<file path="config.mk">
export PLATFORM = sky130hd
export DESIGN_NAME = button_rate_select
export DESIGN_NICKNAME = d
export VERILOG_FILES = /design/src/rtl/button_rate_select_pkg.sv /design/src/rtl/button_rate_select_tick_gen.sv /design/src/rtl/button_rate_select.sv
export SDC_FILE = /design/constraint.sdc
export NUM_CORES = 1
export LEC_CHECK = 0
export CAP_MARGIN = 15
export CORE_ASPECT_RATIO = 2
export CORE_MARGIN = 4
export CORE_UTILIZATION = 63
export DETAILED_ROUTE_END_ITERATION = 6
export PLACE_DENSITY = 0.84
export SLEW_MARGIN = 40
export SYNTH_ARGS = -nofsm -noshare
export SYNTH_HDL_FRONTEND = slang
export SYNTH_SLANG_ARGS = --single-unit
</file>
<file path="constraint.sdc">
create_clock -name Clock -period 5.3 [get_ports Clock]
set_clock_uncertainty 0.15 [all_clocks]
set_input_delay 1.06 -clock Clock [delete_from_list [all_inputs] [get_ports Clock]]
set_output_delay 1.06 -clock Clock [all_outputs]
set_load 0.02 [all_outputs]
</file>
<file path="src/rtl/button_rate_select_pkg.sv">
// Shared definitions for the button-driven blink-rate selector.
//   btn_state_t         : debounce FSM states
//   HALF_PERIOD_W       : width of the half-period output (ms)
//   HP_0..HP_3          : half-period table, 500/250/100/50 ms
//   half_period_lookup  : maps a rate index to its half-period
package button_rate_select_pkg;

  typedef enum logic [1:0] {
    IDLE,
    PRESS_QUAL,
    HELD,
    RELEASE_QUAL
  } btn_state_t;

  localparam int unsigned HALF_PERIOD_W = 10;

  localparam logic [HALF_PERIOD_W-1:0] HP_0 = 10'd500;
  localparam logic [HALF_PERIOD_W-1:0] HP_1 = 10'd250;
  localparam logic [HALF_PERIOD_W-1:0] HP_2 = 10'd100;
  localparam logic [HALF_PERIOD_W-1:0] HP_3 = 10'd50;

  function automatic logic [HALF_PERIOD_W-1:0] half_period_lookup(input logic [1:0] idx);
    logic [HALF_PERIOD_W-1:0] hp;
    unique case (idx)
      2'd0:    hp = HP_0;
      2'd1:    hp = HP_1;
      2'd2:    hp = HP_2;
      default: hp = HP_3;
    endcase
    return hp;
  endfunction

endpackage

</file>
<file path="src/rtl/button_rate_select_tick_gen.sv">
// tick_gen: free-running strobe generator, one-cycle pulse every CYCLES clocks.
//   CYCLES : strobe period in clock cycles (>= 1)
//   Clock  : system clock
//   Reset  : asynchronous, active-high
//   Tick   : registered strobe, high in the cycle after the counter hits CYCLES-1
module tick_gen #(
  parameter int unsigned CYCLES = 27000
) (
  input  logic Clock,
  input  logic Reset,
  output logic Tick
);

  localparam int unsigned CNT_W = (CYCLES > 1) ? $clog2(CYCLES) : 1;
  localparam logic [CNT_W-1:0] TERM = CNT_W'(CYCLES - 1);

  logic [CNT_W-1:0] count;

  always_ff @(posedge Clock or posedge Reset) begin
    if (Reset) begin
      count <= '0;
      Tick  <= 1'b0;
    end else begin
      Tick <= (count == TERM);
      if (count == TERM) count <= '0;
      else               count <= count + 1'b1;
    end
  end

endmodule

</file>
<file path="src/rtl/button_rate_select.sv">
// button_rate_select: synchronises and debounces a push button and steps a
// blink half-period table on each accepted press.
//   Clock          : system clock
//   Reset          : asynchronous, active-high
//   Button         : raw active-high button level, asynchronous to Clock
//   Tick_1ms       : one-cycle strobe every CLOCK_FREQUENCY/1000 cycles
//   Press_pulse    : one-cycle strobe per accepted press (or long-press action)
//   Rate_index     : current table index 0..3
//   Half_period_ms : registered table lookup of Rate_index (500/250/100/50)
// Optional feature macro: LONG_PRESS_RESET_EN -- holding for LONG_PRESS_MS
// forces Rate_index back to 0 with one extra Press_pulse.
module button_rate_select
  import button_rate_select_pkg::*;
#(
  parameter int unsigned CLOCK_FREQUENCY = 27000000,
  parameter int unsigned DEBOUNCE_MS     = 20,
  parameter int unsigned LONG_PRESS_MS   = 1000
) (
  input  logic                     Clock,
  input  logic                     Reset,
  input  logic                     Button,
  output logic                     Tick_1ms,
  output logic                     Press_pulse,
  output logic [1:0]               Rate_index,
  output logic [HALF_PERIOD_W-1:0] Half_period_ms
);

  localparam int unsigned CYCLES_PER_MS = CLOCK_FREQUENCY / 1000;
  localparam int unsigned DEB           = CYCLES_PER_MS * DEBOUNCE_MS - 1;
  localparam int unsigned DEB_W         = (DEB > 0) ? $clog2(DEB + 1) : 1;
  localparam logic [DEB_W-1:0] DEB_TERM = DEB_W'(DEB);

  // Two-flop synchroniser
  logic btn_m, btn_s;

  always_ff @(posedge Clock or posedge Reset) begin
    if (Reset) begin
      btn_m <= 1'b0;
      btn_s <= 1'b0;
    end else begin
      btn_m <= Button;
      btn_s <= btn_m;
    end
  end

  tick_gen #(.CYCLES(CYCLES_PER_MS)) u_tick_gen (
    .Clock (Clock),
    .Reset (Reset),
    .Tick  (Tick_1ms)
  );

  btn_state_t       state_q, state_d;
  logic [DEB_W-1:0] deb_q, deb_d;
  logic             press_d;
  logic [1:0]       rate_d;

`ifdef LONG_PRESS_RESET_EN
  localparam int unsigned HOLD_W = $clog2(LONG_PRESS_MS + 1);
  localparam logic [HOLD_W-1:0] HOLD_TERM = HOLD_W'(LONG_PRESS_MS);

  logic [HOLD_W-1:0] hold_q, hold_d;
  logic              lp_done_q, lp_done_d;
`endif

  always_ff @(posedge Clock or posedge Reset) begin
    if (Reset) begin
      state_q     <= IDLE;
      deb_q       <= '0;
      Press_pulse <= 1'b0;
      Rate_index  <= '0;
`ifdef LONG_PRESS_RESET_EN
      hold_q      <= '0;
      lp_done_q   <= 1'b0;
`endif
    end else begin
      state_q     <= state_d;
      deb_q       <= deb_d;
      Press_pulse <= press_d;
      Rate_index  <= rate_d;
`ifdef LONG_PRESS_RESET_EN
      hold_q      <= hold_d;
      lp_done_q   <= lp_done_d;
`endif
    end
  end

  always_comb begin
    state_d = state_q;
    deb_d   = deb_q;
    press_d = 1'b0;
    rate_d  = Rate_index;
`ifdef LONG_PRESS_RESET_EN
    hold_d    = hold_q;
    lp_done_d = lp_done_q;
`endif

    unique case (state_q)
      IDLE: begin
        if (btn_s) begin
          state_d = PRESS_QUAL;
          deb_d   = '0;
        end
      end
      PRESS_QUAL: begin
        if (!btn_s) begin
          state_d = IDLE;
          deb_d   = '0;
        end else if (deb_q == DEB_TERM) begin
          state_d = HELD;
          deb_d   = '0;
          press_d = 1'b1;
          rate_d  = Rate_index + 2'd1;
        end else begin
          deb_d = deb_q + 1'b1;
        end
      end
      HELD: begin
        if (!btn_s) begin
          state_d = RELEASE_QUAL;
          deb_d   = '0;
        end
      end
      RELEASE_QUAL: begin
        if (btn_s) begin
          state_d = HELD;
          deb_d   = '0;
        end else if (deb_q == DEB_TERM) begin
          state_d = IDLE;
          deb_d   = '0;
        end else begin
          deb_d = deb_q + 1'b1;
        end
      end
      default: begin
        state_d = IDLE;
        deb_d   = '0;
      end
    endcase

`ifdef LONG_PRESS_RESET_EN
    // Hold counter advances on ms ticks while HELD; the action fires once,
    // even if the button drops in the same cycle.
    if (state_q == HELD) begin
      if (!lp_done_q && hold_q == HOLD_TERM) begin
        press_d   = 1'b1;
        rate_d    = '0;
        lp_done_d = 1'b1;
      end else if (Tick_1ms && !lp_done_q) begin
        hold_d = hold_q + 1'b1;
      end
    end
    if (state_d != HELD) begin
      hold_d    = '0;
      lp_done_d = 1'b0;
    end
`endif
  end

  always_ff @(posedge Clock or posedge Reset) begin
    if (Reset) Half_period_ms <= HP_0;
    else       Half_period_ms <= half_period_lookup(Rate_index);
  end

endmodule

</file>
After elaboration in Yosys (flattened, before gate mapping). Index checks and enable logic that the tools add are counted.

Output and inout bits: 14. Input bits: 3. Bits in registers: 53. Word-level logic and storage cells: 46.

Muxes and demuxes: 18. Equality and inequality tests: 11. Reductions and logical operators: 5. Add/subtract/negate cells: 3.

Operator list (count): $mux W20 (5); $pmux W20 S4 (1); $pmux W9 S3 (1); $add A20 B1 Y20 const B (1); $eq A20 B20 Y1 const B (1); $add A15 B1 Y15 const B (1); $eq A15 B15 Y1 const B (1); $mux W15 (1); $mux W2 (6); $pmux W2 S4 (1); $eq A2 B2 Y1 const B (3); $ne A3 B3 Y1 const B (2); $eq A2 B1 Y1 const B (2); $logic_not A2 Y1 (2); $ne A2 B2 Y1 const B (2); $reduce_and A4 Y1 (1); $mux W1 (3); $reduce_and A3 Y1 (1); $add A2 B1 Y2 const B (1); $reduce_and A2 Y1 (1).

Logic depth before layout (Yosys ltp). Gate-level depths: netlist of the first run.

Depth in word-level cells: 4. Mapped depth: 7. Mapped depth without buffers: 6.

By module. From an unflattened synthesis of the first run, not the netlist that was laid out.

Cells, all modules: 260. Area, all modules: 2626.3 µm².

Modules (own cells, without submodules): button_rate_select (area each 1880.6 µm², cells an instance 192, sequential area each 857.1 µm², instances 1); tick_gen (area each 745.7 µm², cells an instance 68, sequential area each 400.4 µm², instances 1).

Least setup slack after synthesis of the first run. No wires, ideal clock.

Kind: reg-to-reg. Start point: reg deb_q[0]. End point: reg deb_q[12]. Required time: 5067 ps. Setup time: 83 ps. Arrival: 1697 ps. Stages on the path, launching flop included: 8. Setup slack: 3370 ps. Cell sequence: dfrtp_1 > ha_1 > nand3_1 > and4bb_2 > a21o_4 > buf_6 > or3_1 > o21ai_0.

Longest elaborated chain between the ends: 4. Elaborated cells on any way between the ends: 6. Those cells by class: add/sub (1); eq/ne (1); mux (4).

Ends and longest elaborated chain: from (decl) (line button_rate_select.sv:53) `logic [DEB_W-1:0] deb_q, deb_d;`; from (signal assigned) (line button_rate_select.sv:68) `deb_q <= '0;`; from (signal assigned) (line button_rate_select.sv:77) `deb_q <= deb_d;`; $add A20 B1 Y20 / $eq A20 B20 Y1 (equally long branches); $mux W20 * (line button_rate_select.sv:108, button_rate_select.sv:127); $mux W20 (on tied branches) (line button_rate_select.sv:124, button_rate_select.sv:105); $pmux W20 S4 * (line button_rate_select.sv:97) `unique case (state_q)`.

Every way passes the cells marked *; elsewhere a longest branch is shown, timed or not. A chain may end at the register's enable or synchronous reset.

Worst setup path after layout of the first run.
Start point: reg Half_period_ms[8]. End point: out Half_period_ms[8].

RTL lines: from (decl) (line button_rate_select.sv:25) `output logic [HALF_PERIOD_W-1:0] Half_period_ms`; from (signal assigned) (line button_rate_select.sv:161) `else Half_period_ms <= half_period_lookup(Rate_index);`.

No word-level cell between the ends.

==> metrics.csv, run 1 <==
stage,metric,value,unit
status,status,"finished, final reports clean",
drt,drt_iter0_drc,45,
synth,ys_warn_count,0,
critical_path,worst-path-buf-inv,1,
clock_network,post_cts_buffers,0,
synth,synth.avg_cell_area,10.2,um2
synth,synth_top_cell_by_area,dfrtp_1,
synth,seq_area_frac_synth,50.0,%
clock_network,cts_max_path_buffers,2,
synth,synth-compound-area-share,9.64,%
critical_path,r2r_cells,6,
layout,areaGrowthSynthToFinish,8.85,%
floorplanning,die_h,97.4,um
synth,ys_top_cells_by_area,"dfrtp_1, dfstp_2, nand3_1",
global_route,overflow,0,
sta,worst_slack,2.66,ns
synth,synth_xor_area_share,5.22,%
synth,synthMuxAreaShare,0.895,%
power_and_ir_drop,p_leak,1.21,nW
placed_design,portBuffers,13,
floorplanning,initial_core_util,65.5,%
global_route,grt_usage,22.0,%
drt,wirelength,4790,um
layout,fin_cells,310,
worst_hold_path,hold_depth,0,
synth,synth_top_family_by_area,simple AND/OR/NAND/NOR gates,
drt,routedWlPerCell,15.5,um
synth,syn_inst,247,
sta,setup_viol,0,
floorplanning,coreArea,3840,um2
layout,nets,268,
layout,layout-drive-gt1-share,11.2,%
power_and_ir_drop,power_density,234,nW/um2
global_route,grt_antenna_before_repair,0,
drt,drtAntennaViolNets,0,
global_route,grt_max_degree,51,
drt,num_vias,1869,
critical_path,crit_family,buffers and inverters,
sta,drv_slew,0,
sta,tightest_slew,0.643,ns
placed_design,pre_cts_ws,2.98,ns
critical_path,crit_start,Half_period_ms[8],
clock_network,clk_pin_slew,0.09,ns
critical_path,arrival,1.43,ns
sta,rsz0062_at_grt,false,
clock_network,ctsResizeCount,0,
clock_network,ctsHoldBuffers,0,
synth,yosys.cell_types.count,47,
sta,setup_tns,0,ns
sta,finalHoldViolCount,0,
synth,ys_ff_latch,50,
drt,drcViolationCount,0,
clock_network,cts.sinks,50,
sta,max_slew_margin,56.9,%
critical_path,crit_path_cell_trace,clkdlybuf4s50_1,
sta,min_period,2.64,ns
critical_path,crit_type,reg2out,
critical_path,required,4.09,ns
drt,dr.pass1.iters,4,
worst_hold_path,worstHoldPathType,reg2reg,
global_route,grt_pass1_vias,1909,
synth,synth_edf_count,0,
clock_network,cts_made_buffers,5,
floorplanning,rows,32,
synth,synth_flop_cell,dfrtp_1,
placed_design,dp_cells,302,
power_and_ir_drop,vdd_drop_max,0.160,mV
critical_path,crit_path_max_fanout,1,
layout,diodes,0,
critical_path,r2r_end,deb_q[8],
placed_design,dp_hpwl,3540,um
clock_network,cts-root-buf,clkbuf_8,
clock_network,cts_tree,built,
sta,holdWs,0.207,ns
critical_path,crit_path_max_incr_delay,0.60,ns
flow_run,drv_cap,0,
critical_path,r2r_start,deb_q[0],
critical_path,critPathCaptureType,output pin,
floorplanning,design.die.area,5130,um2
synth,yosys.area_share.adder,3.48,%
critical_path,r2r_slack,3.10,ns
critical_path,slowest_stage,clkdlybuf4s50_1,
sta,min_period_over_period,49.8,%
clock_network,h-tree-depth,2,
placed_design,routabilityCongestion,0.833,
critical_path,critPathCapture,Half_period_ms[8],
floorplanning,die_w,52.7,um
synth,yosysTopAreaCellShare,44.7,%
synth,synthSimpleGateAreaFrac,25.4,%
floorplanning,pin_count,17,
drt,vias_per_cell,6.03,
global_route,grt_first_pass_wirelength,8600,um
sta,fmax,379,MHz
synth,async_flop_share,100,%
critical_path,cp_num_cells,1,
critical_path,startpoint_type,flip-flop,
synth,synth_area,2520,um2
clock_network,insertion_delay,0.30,ns
-- report_power, final --
part	switching [mW]	internal [mW]	total, mW
logic	0.0201	0.00649	0.0266
clock network	0.124	0.105	0.229
registers	0.00254	0.384	0.386
-- flip-flops by register name, indices dropped and copies added, names as in the netlist, named ones only --
name / flops
Rate_index: 2
u_tick_gen.count: 15
btn_m: 1
u_tick_gen.Tick: 1
btn_s: 1
state_q: 1
deb_q: 20
Half_period_ms: 7
Press_pulse: 1
-- per-stage QoR --
stage               cell area, um2  util [%]  total power [mW]
finish                        2740      71.3             0.642
detailed placement            2640      68.8             0.420
CTS                           2740      71.2             0.649
floorplan                     2520         -             0.417
global placement              2630      68.5             0.419
global route                  2740      71.3             0.666
-- cell usage after synthesis, types with 6 or more instances --
library cell  number
a21o_1             8
a21oi_1            8
dfrtp_1           45
ha_1               7
inv_1             12
nand2_1           17
nand3_1           23
nor2_1            19
nor3_1             6
nor3b_1            6
o21ai_0           14
or3_1              6
xnor2_1            7
xor2_1             8
-- logic make-up (layout without fill, tap and decap cells) --
logic type | count (synthesis) | count (layout)
flops | 50 | 50
xor+xnor | 15 | 15
simple gates | 111 | 111
fa+ha+maj | 7 | 7
compound gates | 38 | 38
buf+inv | 22 | 33
other cells | 2 | 3
mux | 2 | 2
-- cells in the final DEF (no fill, tap or decap), types with 4 or more instances in the layout --
| cell type | netlist | layout |
|---|---|---|
| clkbuf_8 | 2 | 6 |
| nor3b_1 | 6 | 6 |
| nor3_1 | 6 | 5 |
| xor2_1 | 8 | 8 |
| dfrtp_1 | 45 | 45 |
| nand4_1 | 5 | 5 |
| xnor2_1 | 7 | 7 |
| inv_1 | 12 | 11 |
| or3_1 | 6 | 6 |
| dfstp_2 | 5 | 5 |
| o21ai_0 | 14 | 14 |
| nand3_1 | 23 | 23 |
| nor4_1 | 5 | 5 |
| clkdlybuf4s50_1 | 0 | 13 |
| nor2_1 | 19 | 18 |
| nand2_1 | 17 | 17 |
| a21oi_1 | 8 | 7 |
| and3_1 | 4 | 4 |
| a21o_1 | 8 | 8 |
| ha_1 | 7 | 7 |
-- worst min path at each step --
stage	startpoint	to	slack, ns
final	btn_m	btn_s	0.21
after global routing	btn_m	btn_s	0.23
after CTS	btn_m	btn_s	0.21
after detailed placement	btn_m	btn_s	0.19
after global placement	btn_m	btn_s	0.18
after floorplan	btn_m	btn_s	0.18
-- layout make-up --
class	count	area, um2
clock buffer	6	82.6
clock inverter	2	12.5
fill	290	1100
inverter	12	47.5
multi-input combinational	176	1150
sequential	50	1260
tap	51	63.8
timing repair buffer	13	130
-- layer usage --
| metal | GRT usage [%] | wire length (um) | vias up |
|---|---|---|---|
| met2 | 39.5 | 2850 | 48 |
| met5 | 0 | 0 | - |
| met3 | 3.84 | 144 | 13 |
| met1 | 23.2 | 1670 | 927 |
| li1 | - | - | 881 |
| met4 | 10.4 | 119 | 0 |
(Power assumes the default switching activity.)
==> run 2: changes to the inputs <==
CORE_UTILIZATION = 53   (was 63)
PLACE_DENSITY = 0.76   (was 0.84)
clock period = 2.3 ns   (was 5.3 ns; I/O delays follow)
==> run 2 against run 1 <==
- power increased by 150%
- worst hold slack improved by 0.0026 ns
- design area increased by 3.0%
- clock power increased to 2.7 times the previous value
- core utilization decreased by 9.9 points
- routed wire length increased by 1.3%
- cell count increased by 3.9%
- sequential cell count unchanged
==> metrics.csv, run 2 (same netlist as run 1, synthesis figures left out) <==
stage,metric,value,unit,change
floorplanning,die_w,56.7,um,+7.7%
drt,drtAntennaViolNets,0,,unchanged
power_and_ir_drop,power_density,560,nW/um2,+140%
clock_network,ctsResizeCount,0,,unchanged
clock_network,insertion_delay,0.30,ns,about the same
clock_network,cts.sinks,50,,unchanged
drt,routed-wl-met3,185,um,+28%
clock_network,cts_tree,built,,
layout,nFillCells,393,,+36%
layout,diodes,0,,unchanged
global_route,grt_first_pass_wirelength,8450,um,-1.8%
drt,drcViolationCount,0,,unchanged
layout,seq_area,1260,um2,unchanged
floorplanning,coreArea,4600,um2,+20%
floorplanning,rows,35,,+9.4%
clock_network,cts_made_buffers,5,,unchanged
global_route,grt_pass1_vias,1888,,-1.1%
layout,areaGrowthSynthToFinish,12.1,%,
floorplanning,pin_count,17,,unchanged
layout,nets,276,,+3.0%
global_route,overflow,0,,unchanged
sta,setup_viol,0,,unchanged
sta,min_period_over_period,90.6,%,
placed_design,placed_area,2710,um2,+2.5%
sta,drv_slew,0,,unchanged
layout,layout-drive-gt1-share,12.7,%,+1.5 points
status,status,"finished, final reports clean",,
layout,largest_register_ffs,20,,unchanged
drt,vias_per_cell,5.94,,-1.4%
critical_path,crit_path_max_incr_delay,0.42,ns,-0.18 ns
layout,reg_top3,"deb_q: 20 flops, u_tick_gen.count: 15 flops, Half_period_ms: 7 flops",,
layout,mostFrequentLayoutCells,"dfrtp_1, nand3_1, nor2_1, nand2_1, o21ai_0",,
global_route,grt_max_degree,33,,-35%
critical_path,critPathCaptureType,flip-flop,,
sta,holdWs,0.210,ns,+0.00261 ns
flow_run,drv_cap,0,,unchanged
worst_hold_path,worstHoldPathType,reg2reg,,
drt,num_vias,1914,,+2.4%
critical_path,crit_path_cell_trace,ha_1 -> nand3_1 -> and4bb_2 -> a21oi_1 -> buf_4 -> a21oi_1 -> o21ai_0,,
drt,routedWlPerCell,15.1,um,-2.5%
drt,dr.pass1.iters,5,,+1
drt,wl_met1,1770,um,+5.4%
critical_path,startpoint_type,flip-flop,,
power_and_ir_drop,vdd_drop_max,0.512,mV,+220%
critical_path,crit_type,reg2reg,,
placed_design,portBuffers,13,,unchanged
drt,wirelength,4850,um,+1.3%
layout,top_register,deb_q,,
power_and_ir_drop,total_power,1.58,mW,+150%
sta,fmax,480,MHz,
sta,min_period,2.08,ns,
placed_design,routabilityCongestion,0.935,,+12%
critical_path,required,2.37,ns,-1.72 ns
drt,met2_length,2730,um,-4.3%
sta,finalHoldViolCount,0,,unchanged
placed_design,dp_hpwl,3640,um,+2.9%
sta,setup_tns,0,ns,unchanged
critical_path,cpMostUsedCell,a21oi_1,,
global_route,grt_antenna_before_repair,0,,unchanged
floorplanning,die_h,105,um,+8.3%
critical_path,crit_path_max_fanout,8,,+7
power_and_ir_drop,p_leak,1.27,nW,+4.7%
clock_network,h-tree-depth,2,,unchanged
floorplanning,design.die.area,5980,um2,+17%
clock_network,cts_max_path_buffers,2,,unchanged
global_route,grt_usage,17.6,%,-4.3 points
clock_network,post_cts_buffers,0,,unchanged
critical_path,arrival,2.15,ns,+0.72 ns
drt,drt_iter0_drc,57,,+27%
floorplanning,initial_core_util,54.7,%,-11 points
clock_network,ctsHoldBuffers,0,,unchanged
clock_network,clk_pin_slew,0.09,ns,about the same
layout,final_area,2820,um2,+3.0%
drt,highest_layer,met4,,
layout,final_common_cell,dfrtp_1,,
critical_path,slowest_stage,dfrtp_1,,
sta,rsz0062_at_grt,false,,
clock_network,cts-root-buf,clkbuf_8,,
layout,multiInputGateArea,1130,um2,-0.98%
run 2: cell count changes in the layout (fill, tap and decap cells not counted), sizes merged:
| cell | change |
|---|---|
| clkbuf | -1 |
| buf | +8 |
| clkinvlp | -1 |
| bufinv | +1 |
| inv | +1 |
run 2: cell type report:
| cell class | count | area share [%] |
|---|---|---|
| Clock inverter | 3 | 1.55 |
| Clock buffer | 5 | 2.44 |
| Tap cell | 55 | 2.44 |
| Sequential cell | 50 | 44.6 |
| Timing Repair Buffer | 21 | 7.18 |
| Multi-Input combinational cell | 176 | 40.2 |
| Inverter | 12 | 1.60 |
run 2: through the flow:
step	setup WS, ns	util, %	instances
2_1_floorplan	0.370	-	248
4_1_cts	0.226	61.4	322
6_report	0.217	61.4	322
5_1_grt	0.0547	61.4	322
3_5_place_dp	0.238	58.9	314
3_3_place_gp	0.315	58.9	314
run 2: where the power goes:
part	internal, mW	switching, mW
Clock	0.326	0.299
Sequential	0.884	0.00550
Combinational	0.0199	0.0464
run 2: final timing paths:
| kind | from | to | slack, ns | depth (start not counted) |
|---|---|---|---|---|
| max | deb_q[0] | deb_q[16] | 0.22 | 7 |
| min | btn_m | btn_s | 0.21 | 0 |
| max reg2reg | deb_q[0] | deb_q[16] | 0.22 | 7 |
| min reg2reg | btn_m | btn_s | 0.21 | 0 |
| max in group asynchronous | Reset | u_tick_gen.count[14] | 1.19 | 3 |
| min in group asynchronous | Reset | Rate_index[0] | 0.31 | 2 |
run 2: routing by layer:
layer,global-route usage (%),vias up
li1,-,904
met1,19.2,923
met2,32.7,67
met3,2.70,20
met4,7.46,0
met5,0,-
run 2: critical path: cells and delay by family, from the launching register on:
kind                       cells  cell delay [ns]
AOI/OAI and AO/OA              3             0.54
adders and majority gates      1             0.25
buffers and inverters          1             0.23
DFF                            1             0.42
and+or+nand+nor                2             0.42
==> edit: new RTL, flow settings as in run 2 <==
The option `LONG_PRESS_RESET_EN` is turned on by a define.
--- a/src/rtl/button_rate_select.sv
+++ b/src/rtl/button_rate_select.sv
@@ -11,2 +11,4 @@
 // forces Rate_index back to 0 with one extra Press_pulse.
+`define LONG_PRESS_RESET_EN
+
 module button_rate_select
Behaviour: same outputs for any inputs over 10 cycles, from zero or initial values and one cycle with Reset high; that may be too few to reach the edited logic, so the function may still have changed.
==> edit against run 2 <==
Hold slack got worse by 0.010 ns; count of clock-buffer cells in the layout increased by 9; synthesized cell count increased by 24%; cell area increased by 21%; wire length increased by 25%; first-iteration DRC count increased by 8.8%; sequential power increased by 22%; worst setup slack got worse by 0.14 ns; total power increased by 24%; non-clock buffer count increased by 1; sequential share of layout area increased by 0.37 points; cell count increased by 22%; area after synthesis increased by 21%; sequential cell count increased by 11.
==> edit: results (changes against run 2) <==
[finish]
reg_top3 = deb_q: 20 flops, u_tick_gen.count: 15 flops, hold_q: 10 flops
drive_above_1_share_pct = 11.7  ; -0.99 points
fin_nets = 338  ; +22%
fillCellCount = 458  ; +17%

[detailed_routing]
drt-initial-drc-count = 62  ; +8.8%
vias = 2321  ; +21%

[global_route]
grt_usage_pct = 20.2  ; +2.6 points
grt_max_degree = 49  ; +48%
grt_first_pass_wirelength_um = 10700  ; +26%
grt_pass1_vias = 2386  ; +26%

[power_and_ir_drop]
ir_worst_vdd_uv = 566  ; +11%
p_sw_share_pct = 22.3  ; +0.092 points

[placed_design]
pre_cts_ws_ns = 0.115  ; -0.123 ns
place_area_um2 = 3250  ; +20%
dp_hpwl_um = 4460  ; +23%
place_congestion = 0.818  ; -13%

[yosys]
synth.area.top_cells = dfrtp_1 46%, nor2_1 5.4%, dfstp_2 4.3%, xnor2_1 4.0%, ha_1 3.3%
synth_cell_types = 45  ; -4.3%
synth_common_cells = 56 x dfrtp_1, 44 x nor2_1, 22 x nand2_1
yosysSeqAreaShare_pct = 50.3  ; +0.32 points

[status]
status = complete, no violations

[clock_tree]
insertion_delay_ns = 0.34  ; +0.04 ns
htreeDepth = 3  ; +1
cts_buffers = 9  ; +4

[setup_path]
worst-path-max-fanout = 5  ; -3
crit_arrival_ns = 2.30  ; +0.15 ns

-- edit: worst paths after layout --
| kind | endpoint | slack, ns | cells past startpoint |
|---|---|---|---|
| max | deb_q[16]$_DFFE_PP0P_ | 0.08 | 7 |
| min | btn_s$_DFF_PP0_ | 0.20 | 0 |
| max reg2reg | deb_q[16]$_DFFE_PP0P_ | 0.08 | 7 |
| min reg2reg | btn_s$_DFF_PP0_ | 0.20 | 0 |
| max in group asynchronous | Half_period_ms[7]$_DFF_PP1_ | 1.17 | 3 |
| min in group asynchronous | hold_q[1]$_DFFE_PP0P_ | 0.24 | 2 |
-- edit: worst max-delay path: stages, from the launching register on --
cell     delay [ns]
dfrtp_1        0.39
ha_1           0.24
nand3_1        0.20
nor4_1         0.50
buf_4          0.21
nand3_1        0.09
xnor2_1        0.14
a22o_1         0.20
-- edit: cell type report --
type / instances / area, um^2 / area share, %
clock inverters: 2 / 10.0 / 0.293
inverters: 13 / 48.8 / 1.43
well taps: 60 / 75.1 / 2.20
repair buffers: 22 / 210 / 6.16
multi-input cells: 220 / 1380 / 40.5
flip-flops and latches: 61 / 1530 / 44.9
clock buffers: 14 / 153 / 4.48
-- edit: kinds of logic (layout without fill, tap and decap cells) --
kind of cell	Yosys count	in the layout	synth area share [%]
compound gates	46	46	10.2
xor+xnor	25	25	7.18
fa+ha+maj	8	8	3.28
buf+inv	26	51	4.55
flops	61	61	50.3
mux	3	3	1.07
other cells	2	3	0.246
simple gates	135	135	23.2
-- edit: power groups by stage --
stage | Combinational, uW | Sequential [uW] | Clock, uW
finish | 69.5 | 1090 | 799
detailed placement | 71.0 | 1100 | 0
floorplan | 58.5 | 1100 | 0
global route | 79.7 | 1090 | 881
global placement | 68.2 | 1100 | 0
CTS | 71.0 | 1090 | 826
-- edit: layer usage --
metal / track usage [%] / vias up / wire length (um)
met4: 15.9 / 0 / 328
met3: 5.39 / 27 / 205
met2: 31.8 / 57 / 3290
met5: 0 / - / 0
met1: 21.9 / 1131 / 2260
li1: - / 1106 / -
-- edit: stage by stage --
step           utilization [%]  std cells
2_1_floorplan                -        307
3_3_place_gp              58.9        376
3_5_place_dp              58.9        376
4_1_cts                   61.8        392
5_1_grt                   61.8        392
6_report                  61.8        392
